==> src/rtl/universal_shift_register.sv <==
// ============================================================================
// Module   : universal_shift_register
// Purpose  : Parametrised bidirectional shift register with parallel load and
//            read, synchronous clear and frame counting. It serves as the
//            serialiser/deserialiser primitive for single-bit links.
//            Optional rotate modes (ROL/ROR) are built only when the macro
//            USR_ROTATE_EN is defined. Otherwise those modes hold.
// Revision : 1.0 - initial release
// ============================================================================
`default_nettype none

module universal_shift_register #(
  parameter  int          WIDTH     = 8,
  parameter  logic [63:0] RESET_VAL = 64'd0,
  localparam int          CW        = $clog2(WIDTH)
) (
  input  logic             clk,
  input  logic             rst,
  input  logic             en,
  input  logic [2:0]       mode,
  input  logic             sin_lsb,
  input  logic             sin_msb,
  input  logic [WIDTH-1:0] par_in,
  output logic [WIDTH-1:0] par_out,
  output logic             sout_msb,
  output logic             sout_lsb,
  output logic [CW-1:0]    shift_cnt,
  output logic             frame_done
);

  // Operation encodings on the mode input
  localparam logic [2:0] C_MODE_HOLD  = 3'b000;
  localparam logic [2:0] C_MODE_SHL   = 3'b001;
  localparam logic [2:0] C_MODE_SHR   = 3'b010;
  localparam logic [2:0] C_MODE_LOAD  = 3'b011;
  localparam logic [2:0] C_MODE_ROL   = 3'b100;
  localparam logic [2:0] C_MODE_ROR   = 3'b101;
  localparam logic [2:0] C_MODE_CLEAR = 3'b110;

  // Reset/clear value truncated to the register width
  localparam logic [WIDTH-1:0] C_RESET_VAL = RESET_VAL[WIDTH-1:0];
  // Last count value of a frame; the counter wraps here explicitly so that
  // widths that are not a power of two never reach values >= WIDTH.
  localparam logic [CW-1:0]    C_CNT_LAST  = CW'(WIDTH - 1);

  logic [WIDTH-1:0] data_q, data_d;
  logic [CW-1:0]    cnt_q,  cnt_d;
  logic             done_q, done_d;
  logic             shift_w;

  // Next-state selection: new register value, counter and frame pulse
  always_comb begin
    data_d  = data_q;
    cnt_d   = cnt_q;
    done_d  = 1'b0;
    shift_w = 1'b0;
    if (en) begin
      case (mode)
        C_MODE_SHL: begin
          data_d  = {data_q[WIDTH-2:0], sin_lsb};
          shift_w = 1'b1;
        end
        C_MODE_SHR: begin
          data_d  = {sin_msb, data_q[WIDTH-1:1]};
          shift_w = 1'b1;
        end
        C_MODE_LOAD: begin
          data_d = par_in;
          cnt_d  = '0;
        end
`ifdef USR_ROTATE_EN
        C_MODE_ROL: begin
          data_d  = {data_q[WIDTH-2:0], data_q[WIDTH-1]};
          shift_w = 1'b1;
        end
        C_MODE_ROR: begin
          data_d  = {data_q[0], data_q[WIDTH-1:1]};
          shift_w = 1'b1;
        end
`endif
        C_MODE_CLEAR: begin
          data_d = C_RESET_VAL;
          cnt_d  = '0;
        end
        default: begin
          // HOLD, reserved 111, and rotate codes when rotate is not built
          data_d = data_q;
        end
      endcase
      // Every shift counts toward the frame, regardless of direction
      if (shift_w) begin
        if (cnt_q == C_CNT_LAST) begin
          cnt_d  = '0;
          done_d = 1'b1;
        end else begin
          cnt_d  = cnt_q + CW'(1);
        end
      end
    end
  end

  // State registers with synchronous reset taking priority over all modes
  always_ff @(posedge clk) begin
    if (rst) begin
      data_q <= C_RESET_VAL;
      cnt_q  <= '0;
      done_q <= 1'b0;
    end else begin
      data_q <= data_d;
      cnt_q  <= cnt_d;
      done_q <= done_d;
    end
  end

  // Outputs are direct register views
  assign par_out    = data_q;
  assign sout_msb   = data_q[WIDTH-1];
  assign sout_lsb   = data_q[0];
  assign shift_cnt  = cnt_q;
  assign frame_done = done_q;

  // Mode constants only referenced through the case default when rotate is
  // absent; tie them into a harmless expression to keep them meaningful.
  logic unused_w;
  assign unused_w = ^{C_MODE_HOLD, C_MODE_ROL, C_MODE_ROR};

endmodule

`default_nettype wire

==> config.mk <==
export PLATFORM = sky130hd
export DESIGN_NAME = universal_shift_register
export DESIGN_NICKNAME = d
export VERILOG_FILES = /design/src/rtl/universal_shift_register.sv
export SDC_FILE = /design/constraint.sdc
export NUM_CORES = 1
export LEC_CHECK = 0
export BUFFER_PORTS_ARGS = -buffer_cell sky130_fd_sc_hd__buf_2
export CORE_ASPECT_RATIO = 0.9
export CORE_MARGIN = 3
export CORE_UTILIZATION = 45
export DETAILED_ROUTE_END_ITERATION = 8
export PLACE_DENSITY = 0.8
export RECOVER_POWER = 25
export SYNTH_ARGS = -nofsm -noshare
export SYNTH_HDL_FRONTEND = slang
export SYNTH_SLANG_ARGS = --single-unit
==> constraint.sdc <==
create_clock -name clk -period 1.2 [get_ports clk]
set_input_delay 0.24 -clock clk [delete_from_list [all_inputs] [get_ports clk]]
set_output_delay 0.24 -clock clk [all_outputs]
set_load 0.02 [all_outputs]
==> results.toml, run 1 <==
[outcome]
outcome = "complete, no violations"

[yosys]
syn_nets = 96
synth_most_common_cell = "nor2_1"
synth.yosys.seq_area_share_pct = 34.5
postSynthAreaPerCell_um2 = 8.93
netlist_instances = 78
synth_area_um2 = 697
yosys.area.top_type = "dfxtp_1"
synth_seq_cells = 12
synth_top_area_share_pct = 34.5
ys_top_cells_by_area = "dfxtp_1 34%, mux2i_1 10%, nor2_1 9.2%, a211oi_1 6.5%, a211oi_2 3.6%"
synthArstFlopShare_pct = 0
synth_edf_count = 0
synthDistinctLibCells = 27
synth_commonest_cells = "17 x nor2_1, 12 x dfxtp_1, 7 x mux2i_1"
yosysWarnings = 0
synthFlopType = "dfxtp_1"

[job]
cap_violations = 0

[global_routing]
overflow = 0
grt_pass1_vias = 613
grt_pass1_wl_um = 2590
grt_max_degree = 13
antenna_found_initial = 0
track_usage_pct = 17.1

[worst_setup_path]
endpoint = "shift_cnt[2]"
crit_required_ns = 1.36
worst_r2r_startpoint = "shift_cnt[0]"
endpoint_kind = "register"
path_class = "reg -> reg"
crit_path_start = "shift_cnt[0]"
crit_fanout = 4
reg2reg_depth = 4
worst_r2r_endpoint = "shift_cnt[2]"
regToRegSetupSlack_ns = 0.07
cp.arrival_ns = 1.28
worstSetupStartpointType = "register"

[cts]
clk_pin_slew_ns = 0.08
cts-root-buf = "clkbuf_4"
holdBufCountCts = 0
cts-buffers-inserted = 3
htree_levels = 1
clk_latency_ns = 0.26
cts_tree = "yes"
cts.sinks = 12
clk_path_buf_depth = 2

[route]
ant_nets = 0
drc = 0
vias_per_cell = 5.32
via_count = 676
drtIter0Drc = 3
dr.pass1.iters = 4
routed_wl_um = 1610
wl_per_cell_um = 12.7

[worst_hold_path]
hp-start = "sin_lsb"
min_path_type = "in -> reg"

[power]
power_density_nw_per_um2 = 1100
p_leak_nw = 0.439
vdd_drop_max_uv = 599
report.power.total_w = 0.000991

[timing]
fmax_mhz = 888
rsz0062_at_grt = "no"
min_period_over_period_pct = 93.8
slew_headroom_pct = 81.0
holdWs_ns = 0.291
maxSlewViolCount = 0
worst_slack_ns = 0.0742
final.min_clock_period_ns = 1.13
tightest_slew_ns = 0.285
hold_viol = 0
final-setup-viol-count = 0
finalClockSkew_ns = 0.00259

[die]
die_x_um = 47.5
rows = 12
core_area_um2 = 1340
die-area_um2 = 2060
initial_core_util_pct = 52.2
fp.dieH_um = 43.3
ios = 30

[place]
detailed_place.area_um2 = 871
dp.cells = 123
dp_hpwl_um = 1270
port_buffers = 29
post-place-ws_ns = -0.0868
place_congestion = 0.800

[finish]
antenna_cells = 0
final_cells = 127
drive_gt1_share_pct = 41.6
nNetsFinal = 132
area_delta_synth_final_pct = 29.6
seqCellArea_um2 = 241
multiInputGateArea_um2 = 408
fillerInstances = 111
fin_area_um2 = 903
[state kept, by name (all words and copies together) (netlist names)]
signal / count
par_out: 8
shift_cnt: 3
frame_done: 1
[stage by stage]
step	utilization, %	setup TNS, ns
after floorplan	-	0
after global placement	65.2	-0.0754
after detailed placement	65.2	-0.457
after CTS	67.9	0
after global routing	67.6	0
final	67.6	0
[layout by cell type (no fill, tap or decap), types with 2 or more instances in the layout]
cell type,count
buf_2,28
inv_1,2
a211oi_1,6
nor2_1,17
mux2i_1,7
nor3_1,5
ha_1,2
a22oi_1,3
buf_4,6
a211oi_2,2
clkbuf_4,3
clkbuf_1,2
dfxtp_1,11
nand2_1,3
[critical path: stages, from the launching register on]
cell     delay [ns]
dfxtp_2        0.34
ha_1           0.20
ha_1           0.26
a22oi_1        0.16
nor2_1         0.06
[logic make-up after synthesis]
family | share of synthesized area (%)
xor gates and xnor gates | 1.26
DFF | 34.5
adders and majority gates | 3.59
buffers and inverters | 7.00
and+or+nand+nor | 25.1
AOI/OAI and AO/OA | 18.5
muxes | 10.1
[timing repair]
item                                    in CTS  in global routing
endpoints found under the setup margin       0                  1
buffers inserted                             0                  0
gates resized for setup                      0                  1
[power breakdown]
group | total [W] | internal, W | leakage [nW] | switching [W]
Sequential | 0.000440 | 0.000420 | 0.0985 | 0.0000206
Combinational | 0.000229 | 0.000101 | 0.319 | 0.000128
Clock | 0.000321 | 0.000184 | 0.0210 | 0.000137
[final cells by class]
type / count / area share [%]
multi-input combinational: 59 / 45.2
sequential: 12 / 26.7
timing repair buffer: 36 / 21.3
clock buffer: 4 / 4.02
tap: 14 / 1.94
inverter: 2 / 0.831
[per-layer routing]
metal | global-route usage, % | vias up | share of wire (%)
met3 | 4.98 | 2 | 5.6
met4 | 3.31 | 0 | 0.68
met2 | 25.7 | 21 | 47
li1 | - | 345 | -
met5 | 0 | - | 0
met1 | 24.1 | 308 | 46
[how the worst min path moves through the flow]
stage	endpoint	depth (start not counted)
global placement	par_out[4]	2
floorplan	par_out[0]	1
detailed placement	par_out[4]	2
finish	par_out[0]	3
CTS	shift_cnt[0]	2
global route	shift_cnt[0]	2
No activity file was read; power rests on OpenSTA's default activity.
==> inputs of run 2 (changes only) <==
--- a/config.mk
+++ b/config.mk
@@ -8,10 +8,12 @@
 export BUFFER_PORTS_ARGS = -buffer_cell sky130_fd_sc_hd__buf_2
 export CORE_ASPECT_RATIO = 0.9
 export CORE_MARGIN = 3
-export CORE_UTILIZATION = 45
+export CORE_UTILIZATION = 48
+export CTS_BUF_LIST = sky130_fd_sc_hd__clkbuf_4
 export DETAILED_ROUTE_END_ITERATION = 8
-export PLACE_DENSITY = 0.8
+export PLACE_DENSITY = 0.91
 export RECOVER_POWER = 25
+export SKIP_CTS_REPAIR_TIMING = 1
 export SYNTH_ARGS = -nofsm -noshare
 export SYNTH_HDL_FRONTEND = slang
 export SYNTH_SLANG_ARGS = --single-unit
==> results.toml, run 2 (synthesis results as in run 1) <==
[worst_setup_path]
worst_r2r_startpoint = "shift_cnt[0]"
crit_path_start = "shift_cnt[0]"
regToRegSetupSlack_ns = 0.04
cp.depth = 4
critPathSlowestCell = "dfxtp_2"
cp.arrival_ns = 1.32
crit_required_ns = 1.36
timing.critical_path.buf_inv = 0
endpoint = "shift_cnt[2]"
path_class = "reg -> reg"
max_stage_delay_ns = 0.34
crit_fanout = 4
cp_top_family = "adder cells"
crit_top_cell = "ha_1"
endpoint_kind = "register"
reg2reg_depth = 4
crit_path_cell_trace = "ha_1, ha_1, a22oi_2, nor2_1"
worst_r2r_endpoint = "shift_cnt[2]"
worstSetupStartpointType = "register"

[finish]
area_delta_synth_final_pct = 27.6
nNetsFinal = 131
fillerInstances = 104
layout_common_cells = "27 x buf_2, 17 x nor2_1, 11 x dfxtp_1"
drive_gt1_share_pct = 40.2
utilization_pct = 68.9
final_common_cell = "buf_2"
fin_area_um2 = 890
largest_reg_flops = 8
antenna_cells = 0

[cts]
clk_latency_ns = 0.27
clk_pin_slew_ns = 0.07
cts_tree = "yes"
clk_path_buf_depth = 2
cts.sinks = 12
cts-root-buf = "clkbuf_4"
htree_levels = 1
cts-buffers-inserted = 3

[die]
ios = 30
die_x_um = 46.2
die-area_um2 = 1950
core_area_um2 = 1290
fp.dieH_um = 42.2
initial_core_util_pct = 54.0
rows = 12

[route]
wl_per_cell_um = 13.7
via_count = 705
routed_wl_um = 1730
drc = 0
drtIter0Drc = 21
vias_per_cell = 5.60
dr.pass1.iters = 4
ant_nets = 0

[place]
dp_hpwl_um = 1280
port_buffers = 29
detailed_place.area_um2 = 863
place_congestion = 0.853

[power]
vdd_drop_max_uv = 745
power_density_nw_per_um2 = 1040
p_leak_nw = 0.425

[timing]
slew_headroom_pct = 75.8
hold_viol = 0
maxSlewViolCount = 0
min_period_over_period_pct = 96.6
final.min_clock_period_ns = 1.16
finalClockSkew_ns = 0.00161
tightest_slew_ns = 0.361
final-setup-viol-count = 0
fmax_mhz = 863

[global_routing]
grt_pass1_wl_um = 2770
track_usage_pct = 19.2
overflow = 0
grt_max_degree = 13
antenna_found_initial = 0
grt_pass1_vias = 683

[job]
cap_violations = 0

[outcome]
outcome = "complete, no violations"

[worst_hold_path]
min_path_type = "in -> reg"
hp-start = "rst"
==> run 2: worst min-delay path by stage <==
stage,end,depth (start not counted)
2_1_floorplan,par_out[0],1
3_3_place_gp,par_out[4],2
3_5_place_dp,par_out[4],2
4_1_cts,par_out[5],2
5_1_grt,shift_cnt[0],2
6_report,shift_cnt[0],2
==> run 2: layout make-up <==
type | instances | area (um2) | share of cell area, %
tap | 14 | 17.5 | 1.97
clock inverter | 1 | 3.75 | 0.422
sequential | 12 | 241 | 27.1
timing repair buffer | 35 | 184 | 20.7
inverter | 2 | 7.51 | 0.844
clock buffer | 3 | 22.5 | 2.53
multi-input combinational | 59 | 413 | 46.4
==> run 2: stage by stage <==
stage | total power, W | instances | setup WS [ns] | setup TNS (ns) | hold WS (ns)
5_1_grt | 0.000981 | 126 | -0.0271 | -0.0271 | 0.284
3_5_place_dp | 0.000678 | 122 | -0.0854 | -0.385 | 0.497
4_1_cts | 0.000931 | 126 | 0.0626 | 0 | 0.284
3_3_place_gp | 0.000671 | 122 | -0.0370 | -0.0658 | 0.492
6_report | 0.000926 | 126 | 0.0408 | 0 | 0.289
2_1_floorplan | 0.000599 | 78 | 0.0266 | 0 | 0.319
==> run 2: routing by layer <==
metal / share of wire, % / track usage, % / wire length (um)
met1: 42 / 25.2 / 724
met2: 48 / 28.6 / 821
met3: 8.0 / 5.15 / 138
met4: 2.4 / 8.52 / 41
met5: 0 / 0 / 0
==> run 2: where the power goes <==
group / switching, W / total (W) / internal (W) / leakage, nW
Sequential: 0.0000216 / 0.000442 / 0.000420 / 0.0985
Clock: 0.000134 / 0.000255 / 0.000121 / 0.0154
Combinational: 0.000132 / 0.000230 / 0.0000984 / 0.311
Total: 0.000287 / 0.000926 / 0.000639 / 0.425
